## src/rtl/pwm_ctrl_pkg.sv

```systemverilog
// Shared PWM control types and default constants.
package pwm_ctrl_pkg;

  localparam int unsigned PWM_PERIOD = 10;
  localparam int unsigned PWM_DUTY_W = 4;

  typedef enum logic {
    IDLE = 1'b0,
    RAMP = 1'b1
  } state_e;

endpackage

```

## src/rtl/pwm_step_timer.sv

```systemverilog
// Counts PWM period-wrap pulses and flags the one that should move the duty.
module pwm_step_timer #(
  parameter int unsigned STEP_WAIT = 2
) (
  input  logic i_clk,
  input  logic i_rst,
  input  logic i_clear,
  input  logic i_en,
  input  logic i_period_end,
  output logic o_step_tick_c
);

  localparam int unsigned CNT_W = (STEP_WAIT > 1) ? $clog2(STEP_WAIT) : 1;
  localparam logic [CNT_W-1:0] LAST = CNT_W'(STEP_WAIT - 1);

  logic [CNT_W-1:0] wait_cnt_q, wait_cnt_d;

  // Advance on qualifying pulses, wrap after the step pulse, clear on ramp entry.
  always_comb begin
    o_step_tick_c = 1'b0;
    wait_cnt_d    = wait_cnt_q;
    if (i_clear) begin
      wait_cnt_d = '0;
    end else if (i_en && i_period_end) begin
      if (wait_cnt_q == LAST) begin
        o_step_tick_c = 1'b1;
        wait_cnt_d    = '0;
      end else begin
        wait_cnt_d = wait_cnt_q + CNT_W'(1);
      end
    end
  end

  // Wait counter register.
  always_ff @(posedge i_clk or posedge i_rst) begin
    if (i_rst) begin
      wait_cnt_q <= '0;
    end else begin
      wait_cnt_q <= wait_cnt_d;
    end
  end

endmodule

```

## src/rtl/pwm_duty_sequencer.sv

```systemverilog
// Ramps the PWM duty toward a target one step at a time, aligned to period wraps.
module pwm_duty_sequencer
  import pwm_ctrl_pkg::*;
#(
  parameter int unsigned PERIOD    = PWM_PERIOD,
  parameter int unsigned DUTY_W    = PWM_DUTY_W,
  parameter int unsigned STEP_WAIT = 2,
  parameter int unsigned INIT_DUTY = 5
) (
  input  logic              i_clk,
  input  logic              i_rst,
  input  logic              i_period_end,
  input  logic              i_inc,
  input  logic              i_dec,
  input  logic              i_tgt_valid,
  input  logic [DUTY_W-1:0] i_tgt,
  output logic              o_tgt_ready,
  output logic [DUTY_W-1:0] o_duty,
  output logic              o_busy,
  output logic              o_err
);

  localparam logic [DUTY_W-1:0] PERIOD_V = DUTY_W'(PERIOD);
  localparam logic [DUTY_W-1:0] INIT_V   = DUTY_W'(INIT_DUTY);

  state_e            state_q, state_d;
  logic [DUTY_W-1:0] tgt_q, tgt_d;
  logic [DUTY_W-1:0] duty_q, duty_d;
  logic              err_q, err_d;
  logic              load_c;
  logic              step_tick_c;
  logic              timer_clear_c;
  logic [DUTY_W-1:0] step_duty_c;

  // Target update: a load beats inc/dec; inc/dec saturate at the legal range.
  always_comb begin
    tgt_d  = tgt_q;
    err_d  = 1'b0;
    load_c = i_tgt_valid && (state_q == IDLE);
    if (load_c) begin
      if (i_tgt <= PERIOD_V) begin
        tgt_d = i_tgt;
      end else begin
        err_d = 1'b1;
      end
    end else if (i_inc && !i_dec) begin
      if (tgt_q < PERIOD_V) begin
        tgt_d = tgt_q + DUTY_W'(1);
      end
    end else if (i_dec && !i_inc) begin
      if (tgt_q != '0) begin
        tgt_d = tgt_q - DUTY_W'(1);
      end
    end
  end

  // Ramp FSM: equality check first, then one step per timer tick toward target.
  always_comb begin
    state_d       = state_q;
    duty_d        = duty_q;
    timer_clear_c = 1'b0;
    step_duty_c   = (tgt_q > duty_q) ? (duty_q + DUTY_W'(1)) : (duty_q - DUTY_W'(1));
    case (state_q)
      IDLE: begin
        if (tgt_q != duty_q) begin
          state_d       = RAMP;
          timer_clear_c = 1'b1;
        end
      end
      RAMP: begin
        if (tgt_q == duty_q) begin
          state_d = IDLE;
        end else if (step_tick_c) begin
          duty_d = step_duty_c;
          if (step_duty_c == tgt_q) begin
            state_d = IDLE;
          end
        end
      end
      default: state_d = IDLE;
    endcase
  end

  // State, target, duty and error registers.
  always_ff @(posedge i_clk or posedge i_rst) begin
    if (i_rst) begin
      state_q <= IDLE;
      tgt_q   <= INIT_V;
      duty_q  <= INIT_V;
      err_q   <= 1'b0;
    end else begin
      state_q <= state_d;
      tgt_q   <= tgt_d;
      duty_q  <= duty_d;
      err_q   <= err_d;
    end
  end

  pwm_step_timer #(
    .STEP_WAIT(STEP_WAIT)
  ) u_step_timer (
    .i_clk        (i_clk),
    .i_rst        (i_rst),
    .i_clear      (timer_clear_c),
    .i_en         (state_q == RAMP),
    .i_period_end (i_period_end),
    .o_step_tick_c(step_tick_c)
  );

  assign o_tgt_ready = (state_q == IDLE);
  assign o_busy      = (state_q == RAMP);
  assign o_duty      = duty_q;
  assign o_err       = err_q;

endmodule
```

## config.mk

```make
export PLATFORM = sky130hd
export DESIGN_NAME = pwm_duty_sequencer
export DESIGN_NICKNAME = d
export VERILOG_FILES = /design/src/rtl/pwm_ctrl_pkg.sv /design/src/rtl/pwm_step_timer.sv /design/src/rtl/pwm_duty_sequencer.sv
export SDC_FILE = /design/constraint.sdc
export NUM_CORES = 1
export LEC_CHECK = 0
export ABC_AREA = 1
export BUFFER_PORTS_ARGS = -buffer_cell sky130_fd_sc_hd__buf_2
export CAP_MARGIN = 20
export CORE_MARGIN = 1
export CORE_UTILIZATION = 30
export CTS_CLUSTER_DIAMETER = 200
export DETAILED_ROUTE_END_ITERATION = 12
export GPL_TIMING_DRIVEN = 0
export PLACE_DENSITY = 0.55
export SYNTH_ARGS = -nofsm -noshare
export SYNTH_HDL_FRONTEND = slang
export SYNTH_SLANG_ARGS = --single-unit
```

## constraint.sdc

```tcl
create_clock -name i_clk -period 2.5 [get_ports i_clk]
set_input_delay 0.25 -clock i_clk [delete_from_list [all_inputs] [get_ports i_clk]]
set_output_delay 0.25 -clock i_clk [all_outputs]
set_load 0.01 [all_outputs]
```

==> impl_metrics.csv, run 1 <==
group,metric,value,unit
power,leakage,0.0005931,uW
timing,clock.fmax,400.5,MHz
critical_path,worstPathMaxFanout,2,
critical_path,crit_type,"register to register",
global_routing,grt.overflow.total,0,
cts,clk_pin_slew_worst_paths,60,ps
critical_path,cp-end-kind,"register",
finish,fin_util,42.24,%
global_routing,grt_antenna_before_repair,0,
global_routing,grtUsageMet2,20.20,%
synth,ys_ff_latch,11,
cts,numCtsBuffers,3,
floorplan,fp.coreArea,2853,um^2
placement,io_buffers,16,
timing,fin_crit_sh,99.87,%
floorplan,ioPinCount,17,
critical_path,arrival,2660,ps
timing,layout_min_cycle_time,2497,ps
critical_path,ff2ff_setup_slack,3,ps
synth,seq_area_frac_synth,29.83,%
run_status,violations,"design-rule violations",
run,maxCapViolCount,0,
synth,synth_warnings,0,
global_routing,grt_use_met3,4.688,%
placement,post-place-cells,163,
drt,vias_per_cell,4.686,
run_status,outcome,"finished with violations",
synth,syn_area,939.7,um^2
cts,root_buffer,"clkbuf_4",
synth,synthCells,116,
finish,antenna_cells,0,
cts,cts_tree,"yes",
finish,fin_nets,165,
synth,synth_ff_type,"dfrtp_1",
finish,drive_gt1_share,43.75,%
floorplan,dieWidth,57.97,um
power,ir_worst_vdd,0.4648,mV
global_routing,grt.busiest_layer,"met2",
timing,timing.final.hold_violations,0,
drt,drt_iter0_markers,14,
timing,drv_slew,0,
worst_hold_path,hold_path_class,"primary input to register",
floorplan,initial_core_util,32.94,%
global_routing,use_met1,14.92,%
synth,synth_edf_count,0,
global_routing,grt_max_degree,12,
critical_path,crit_path_max_incr_delay,600,ps
placement,gp_congestion,0.7991,
drt,ant_nets,0,
synth,synthArstFlopShare,100.0,%
critical_path,crit_slowest_cell,"fa_1",
global_routing,grt_pass1_wl,3160,um
placement,placed_area,1059,um^2
cts,clock_latency,270,ps
drt,drc,1,
synth,synth_top_area_share,18.64,%
floorplan,die_height,57.97,um
timing,rsz0062_at_grt,"yes",
timing,fin_skew,4.496,ps
timing,slew_headroom,72.44,%
synth,synth_area_leaders,"dfrtp_1 19%, dfstp_2 11%, ha_1 11%, nand2_1 9.2%, xor2_1 4.7%",
global_routing,grtUsageTotal,12.67,%
drt,drt-total-wl,2049,um
drt,dr_total_vias,820,
synth,synth_common_cells,"23 x nand2_1, 10 x inv_1, 10 x nor2_1",
synth,yosys.area.top_type,"dfrtp_1",
cts,cts_max_level,1,
floorplan,die_area,3360,um^2
power,p_per_area,1654,nW/um^2
synth,synth_cell_types,26,
global_routing,grt_pass1_vias,720,
synth,syn_avg_cell_area,8.100,um^2
critical_path,critPathTopFamily,"adder cells",
timing,worst_pin_slew,413.0,ps
finish,syn_to_final_growth,28.23,%
critical_path,crit_chain,"inv_2, ha_4, nand2_2, inv_2, nand3_4, inv_4, a21oi_2, fa_1, xor2_1, nand2_2, nor3_2, nand2_1, nor2_1, nor2_1",
synth,syn_nets,136,
timing,setup_viol,0,
drt,drtPass1Iterations,8,
finish,fin_area,1205,um^2
critical_path,crit_buf_inv,3,
floorplan,rows,19,
critical_path,start_kind,"register",
cts,cts.path.max_buffers,2,
finish,stdcell_count,175,
drt,avgRoutedWirePerCell,11.71,um
placement,place_hpwl,1437,um
critical_path,worstPathRequired,2660,ps
synth,yosysMostFrequentCell,"nand2_1",
cts,clkSinkCount,11,
==> power breakdown <==
| group | internal [uW] | leakage [uW] | switching (uW) |
|---|---|---|---|
| Sequential | 286 | 0.000122 | 125 |
| Clock | 61.8 | 0.0000150 | 56.7 |
| Combinational | 668 | 0.000456 | 795 |
==> path summary, 6_finish.rpt <==
kind,start,end,depth (start not counted)
worst min register to register,tgt_q[2],tgt_q[2],2
max in group asynchronous,i_rst,tgt_q[0],3
worst min-delay path,i_period_end,u_step_timer.wait_cnt_q,3
worst max register to register,o_duty[2],o_busy,14
worst max-delay path,o_duty[2],o_busy,14
min in group asynchronous,i_rst,o_duty[1],3
==> routing by layer <==
layer  share of wire (%)  vias to the layer above
met5                   0                        -
met1                  43                      372
met2                  50                       17
met3                 4.3                        6
met4                 3.0                        0
li1                    -                      425
==> timing repair <==
item	CTS	global route
hold buffers	1	0
gates resized for setup	1	9
setup buffers	0	7
pin swaps	0	8
hold endpoints to repair	7	0
endpoints found under the setup margin	1	1
==> worst min-delay path: stages <==
cell and delay, ps:
buf_2 100, nand2_2 70, a21oi_1 60
==> flip-flops by register name, indices dropped and copies added, names as in the netlist <==
register                 count
o_busy                       1
o_err                        1
tgt_q                        4
u_step_timer.wait_cnt_q      1
o_duty                       4
==> per-stage QoR <==
step / hold slack [ps] / total power (uW) / worst slack, ps / setup TNS [ps]
2_1_floorplan: 99.58 / 1349 / 152.9 / 0
3_3_place_gp: 244.7 / 1566 / 4.782 / 0
3_5_place_dp: 252.9 / 1595 / -15.46 / -15.46
4_1_cts: 237.4 / 1749 / 7.286 / 0
5_1_grt: 258.9 / 2198 / -160.6 / -160.6
6_report: 244.0 / 1993 / 3.254 / 0
==> layout make-up <==
| type | instances | area (um^2) |
|---|---|---|
| multi-input combinational | 84 | 633.1 |
| tap | 31 | 38.79 |
| clock buffer | 4 | 26.28 |
| timing repair buffer | 24 | 142.6 |
| sequential | 11 | 281.5 |
| inverter | 21 | 82.58 |
| fill | 295 | 1648 |
==> logic make-up after synthesis <==
kind of cell / after synthesis / synth area share (%)
buffers and inverters: 21 / 8.522
AOI/OAI and AO/OA: 16 / 11.85
xor gates and xnor gates: 7 / 6.525
DFF: 11 / 29.83
adders and majority gates: 10 / 14.91
and+or+nand+nor: 51 / 28.36
==> cells in the final DEF (no fill, tap or decap), types with 2 or more instances in the layout <==
master    count
clkbuf_4      3
dfrtp_1       6
fa_1          2
nor2_1       10
nor3_2        2
nand2_4       2
a21oi_2       2
nand2_1      21
nand2_2       6
o31ai_2       2
inv_1         9
ha_1          5
nand3_1       5
dfstp_2       4
xnor2_1       2
o21ai_1       4
clkinv_1      2
buf_4         7
ha_4          3
a21oi_1       5
xor2_1        5
nor2_4        3
buf_2        16
inv_2         8
(Power assumes the default switching activity.)
==> run 2, diff against run 1 <==
MAX_ROUTING_LAYER = met4   (was default)
==> impl_metrics.csv, run 2 (synthesis gave the netlist of run 1 again) <==
group,metric,value,unit
drt,dr_total_vias,820,
global_routing,grt_antenna_before_repair,0,
global_routing,grt_pass1_wl,3153,um
finish,syn_to_final_growth,28.23,%
critical_path,arrival,2660,ps
finish,fin_util,42.24,%
timing,layout_min_cycle_time,2497,ps
run,maxCapViolCount,0,
finish,fin_nets,165,
power,combPwrFrac,73.4,%
critical_path,cp-end-kind,"register",
timing,slew_headroom,72.44,%
worst_hold_path,min_to,"u_step_timer.wait_cnt_q",
timing,drv_slew,0,
finish,fin_area,1205,um^2
power,clkPwrFrac,5.9,%
critical_path,crit_slowest_cell,"fa_1",
placement,placed_area,1059,um^2
drt,drt-total-wl,2047,um
power,ir_worst_vdd,0.4648,mV
critical_path,worstPathRequired,2660,ps
critical_path,start_kind,"register",
placement,place_hpwl,1437,um
timing,rsz0062_at_grt,"yes",
power,p_per_area,1654,nW/um^2
power,p_seq_share,20.7,%
cts,clkSinkCount,11,
finish,multiInputGateArea,633.1,um^2
timing,setup_viol,0,
floorplan,ioPinCount,17,
power,switchingPower,976.2,uW
finish,layout_common_cells,"21 x nand2_1, 16 x buf_2, 10 x nor2_1",
floorplan,die_height,57.97,um
global_routing,grtUsageTotal,13.06,%
drt,drc,1,
timing,fin_hold_ws,244.0,ps
finish,final-seq-area,281.5,um^2
critical_path,worst_r2r_endpoint,"o_busy",
floorplan,dieWidth,57.97,um
timing,fin_crit_sh,99.86,%
critical_path,ff2ff_setup_slack,3,ps
worst_hold_path,hold_path_class,"primary input to register",
power,p_int,1016,uW
placement,io_buffers,16,
critical_path,reg2reg_depth,14,
cts,numCtsBuffers,3,
global_routing,grt.overflow.total,0,
run_status,outcome,"finished with violations",
worst_hold_path,whs_path_depth,3,
timing,clock.fmax,400.5,MHz
critical_path,crit_type,"register to register",
floorplan,die_area,3360,um^2
run_status,violations,"design-rule violations",
floorplan,rows,19,
finish,fillers,295,
critical_path,crit_path_max_incr_delay,600,ps
cts,cts.path.max_buffers,2,
cts,cts_max_level,1,
worst_hold_path,min_from,"i_period_end",
critical_path,crit_buf_inv,3,
critical_path,worstPathMaxFanout,2,
critical_path,crit_chain,"inv_2, ha_4, nand2_2, inv_2, nand3_4, inv_4, a21oi_2, fa_1, xor2_1, nand2_2, nor3_2, nand2_1, nor2_1, nor2_1",
drt,ant_nets,0,
power,switching_share,48.99,%
drt,drtPass1Iterations,8,
finish,antenna_cells,0,
drt,drt_iter0_markers,21,
global_routing,grt_pass1_vias,721,
timing,fin_skew,4.511,ps
global_routing,grt_max_degree,12,
placement,gp_congestion,0.8106,
timing,timing.final.hold_violations,0,
critical_path,critPathTopFamily,"adder cells",
critical_path,r2r-start,"o_duty[2]",
drt,vias_per_cell,4.686,
cts,clock_latency,270,ps
floorplan,initial_core_util,32.94,%
cts,clk_pin_slew_worst_paths,60,ps
drt,avgRoutedWirePerCell,11.70,um
floorplan,fp.coreArea,2853,um^2
cts,cts_tree,"yes",
timing,worst_pin_slew,413.0,ps
power,leakage,0.0005931,uW
cts,root_buffer,"clkbuf_4",
finish,final_common_cell,"nand2_1",
finish,drive_gt1_share,43.75,%
run 2: cell counts in the layout (fill, tap and decap cells not counted):
No cell type changed its count.
run 2: area by class of cell:
cell class / count / area share, %
clock buffers: 4 / 2.181
inverters: 21 / 6.854
multi-input cells: 84 / 52.54
flip-flops and latches: 11 / 23.36
well taps: 31 / 3.219
repair buffers: 24 / 11.84
run 2: worst register-to-register path: stages, from the launching register on:
cell and delay (ps):
dfstp_2 540, inv_2 50, ha_4 250, nand2_2 40, inv_2 80, nand3_4 80
inv_4 60, a21oi_2 40, fa_1 600, xor2_1 180, nand2_2 70, nor3_2 160
nand2_1 60, nor2_1 100, nor2_1 50
run 2: how the worst max path moves through the flow:
stage                        end  cells past startpoint  slack [ps]  startpoint
final                     o_busy                     14           3   o_duty[2]
after detailed placement  o_busy                     12         -20    tgt_q[0]
after global routing      o_busy                     14        -160   o_duty[2]
after floorplan           o_busy                     14         150   o_duty[2]
after CTS                 o_busy                     14           7   o_duty[2]
after global placement    o_busy                     12           5    tgt_q[0]
run 2: power groups by stage:
stage                     clock [uW]  sequential (uW)  combinational, uW
final                            119              412               1460
after global routing             132              423               1640
after CTS                        124              415               1210
after detailed placement           0              414               1180
after global placement             0              408               1160
after floorplan                    0              388                960
run 2: metal layers:
layer / vias to the layer above / wire length [um] / GRT usage, %
met5: - / 0 / -
met4: 0 / 59 / 6.463
met3: 6 / 89 / 4.688
met2: 17 / 1015 / 20.20
met1: 372 / 883 / 14.92
li1: 425 / - / -
run 2: what timing repair did:
item	CTS	global route
setup endpoints to repair	1	1
pin swaps	0	8
cloned	0	0
hold buffers	1	0
resized for setup	1	9
hold endpoints to repair	7	0
setup buffers	0	7
run 2: stage by stage:
stage	std cells	setup WS (ps)	total power (uW)	setup TNS, ps
2_1_floorplan	116	152.9	1349	0
3_3_place_gp	163	4.782	1566	0
3_5_place_dp	163	-15.46	1595	-15.46
4_1_cts	168	7.286	1749	0
5_1_grt	175	-160.6	2198	-160.6
6_report	175	3.402	1993	0
==> run 3, diff against run 2 <==
ABC_AREA = default   (was 1)
==> impl_metrics.csv, run 3 <==
group,metric,value,unit
drt,dr_total_vias,751,
drt,drt-total-wl,2069,um
synth,synth_compound_area_share,22.75,%
drt,drc,0,
critical_path,start_kind,"register",
drt,drt_iter0_markers,5,
global_routing,grt.overflow.total,0,
floorplan,die_area,3135,um^2
global_routing,grt_pass1_vias,675,
synth,seq_area_frac_synth,32.05,%
timing,setup_viol,0,
global_routing,grt_pass1_wl,3167,um
global_routing,grt_use_met3,4.884,%
synth,synth_area_leaders,"dfrtp_1 20%, dfstp_2 12%, ha_1 11%, xnor2_1 10%, a21oi_1 5.2%",
finish,fin_util,45.87,%
finish,fin_nets,143,
synth,synth_edf_count,0,
timing,slew_headroom,72.25,%
finish,syn_to_final_growth,44.63,%
synth,synthCells,89,
timing,fin_hold_ws,261.0,ps
floorplan,ioPinCount,17,
synth,yosys.area.top_type,"dfrtp_1",
timing,clock.fmax,409.2,MHz
global_routing,use_met1,15.67,%
drt,avgRoutedWirePerCell,13.52,um
timing,drv_slew,0,
global_routing,grt.busiest_layer,"met2",
drt,drtPass1Iterations,4,
synth,synth_warnings,0,
synth,synth_top_family_by_area,"compound AO/OA/AOI/OAI gates",
synth,synth_mux_area_share,2.432,%
global_routing,grtUsageTotal,13.68,%
drt,vias_per_cell,4.908,
cts,clock_latency,270,ps
finish,antenna_cells,0,
critical_path,crit_type,"register to register",
global_routing,grt_antenna_before_repair,0,
synth,syn_nets,109,
critical_path,arrival,2640,ps
global_routing,grtUsageMet2,22.45,%
timing,fin_skew,1.971,ps
timing,worst_pin_slew,415.7,ps
floorplan,die_height,56.00,um
synth,synth_ff_type,"dfrtp_1",
placement,io_buffers,16,
critical_path,worstPathRequired,2700,ps
run,maxCapViolCount,0,
synth,yosysMostFrequentCell,"xnor2_1",
floorplan,initial_core_util,31.72,%
synth,synth_common_cells,"10 x xnor2_1, 9 x a21oi_1, 8 x ha_1, 8 x inv_1, 7 x dfrtp_1",
timing,fin_crit_sh,97.75,%
critical_path,worstPathMaxFanout,4,
synth,syn_avg_cell_area,9.827,um^2
synth,ys_ff_latch,11,
cts,clk_pin_slew_worst_paths,70,ps
cts,numCtsBuffers,3,
cts,cts_max_level,1,
synth,synth_top_area_share,20.03,%
critical_path,cp-end-kind,"register",
synth,synthSimpleGateAreaFrac,12.30,%
floorplan,dieWidth,56.00,um
run_status,outcome,"finished clean",
drt,ant_nets,0,
finish,fillers,267,
synth,synth-adder-area-share,16.02,%
floorplan,fp.coreArea,2758,um^2
synth,synth-xor-area-share,11.02,%
synth,syn_area,874.6,um^2
finish,final_common_cell,"buf_2",
floorplan,rows,19,
worst_hold_path,hold_path_class,"primary input to register",
cts,cts.path.max_buffers,2,
cts,clkSinkCount,11,
cts,root_buffer,"clkbuf_4",
timing,timing.final.hold_violations,0,
cts,cts_tree,"yes",
finish,drive_gt1_share,52.46,%
global_routing,grt_max_degree,12,
finish,layout_common_cells,"16 x buf_2, 12 x buf_4, 8 x xnor2_1",
placement,place_hpwl,1396,um
timing,layout_min_cycle_time,2444,ps
synth,synthArstFlopShare,100.0,%
synth,synth_cell_types,34,
placement,gp_congestion,0.8118,
run 3: cell count changes after synthesis, moves of 3 or more:
cell     change
nor2_1       -6
inv_2        -8
a21oi_1      +3
nand2_2      -4
nor2_4       -3
xnor2_1      +8
nand3_1      -4
xor2_1       -4
nand2_1     -17
run 3: kinds of logic after synthesis:
family,after synthesis
muxes,2
adders and majority gates,10
xor gates and xnor gates,11
and+or+nand+nor,20
AOI/OAI and AO/OA,27
buffers and inverters,8
DFF,11
run 3: final timing paths:
kind / slack [ps] / from / to / depth (start not counted)
worst max-delay path: 60 / o_duty[2] / o_duty[3] / 11
worst max register to register: 60 / o_duty[2] / o_duty[3] / 11
min in group asynchronous: 500 / i_rst / u_step_timer.wait_cnt_q / 3
worst min register to register: 470 / u_step_timer.wait_cnt_q / u_step_timer.wait_cnt_q / 1
worst min-delay path: 260 / i_tgt[2] / o_err / 3
max in group asynchronous: 1680 / i_rst / o_duty[2] / 3
run 3: what timing repair did:
action                     in CTS  in global routing
pin swaps                       6                 13
hold endpoints to repair        7                  0
buffers inserted                7                  5
gates resized for setup         7                 17
hold buffers                    1                  0
setup endpoints to repair       2                  2
run 3: area by class of cell:
| class | instances | area [um^2] | share of cell area, % |
|---|---|---|---|
| inverter | 8 | 30.03 | 2.374 |
| sequential | 11 | 281.5 | 22.26 |
| tap | 31 | 38.79 | 3.066 |
| timing repair buffer | 29 | 180.2 | 14.24 |
| clock inverter | 1 | 5.005 | 0.3956 |
| multi-input combinational | 70 | 706.9 | 55.89 |
| clock buffer | 3 | 22.52 | 1.780 |
run 3: critical path, stage by stage, from the launching register on:
cell,delay (ps)
dfstp_2,560
inv_2,50
ha_4,280
o211ai_1,160
a21oi_4,210
inv_2,90
ha_4,260
a21o_1,140
a21oi_4,80
a211o_1,280
a21oi_2,140
xnor2_1,130
run 3: layer usage:
| metal | part of all wire, % | up-vias |
|---|---|---|
| met5 | 0 | - |
| met4 | 0.68 | 0 |
| met3 | 3.9 | 2 |
| met2 | 53 | 15 |
| met1 | 42 | 346 |
| li1 | - | 388 |
run 3: stage by stage:
step | instances | worst slack [ps] | instance area [um^2] | setup TNS [ps]
after CTS | 148 | 6.241 | 1126 | 0
final | 153 | 56.36 | 1265 | 0
after global routing | 153 | -27.02 | 1265 | -49.82
after detailed placement | 136 | -179.3 | 999.7 | -322.9
after floorplan | 89 | 32.83 | 880.8 | 0
after global placement | 136 | -109.3 | 999.7 | -172.8
Power of run 3 is left out: the tool's default activity adds up to more than one toggle a clock period on the data nets, which glitch-free logic cannot reach.
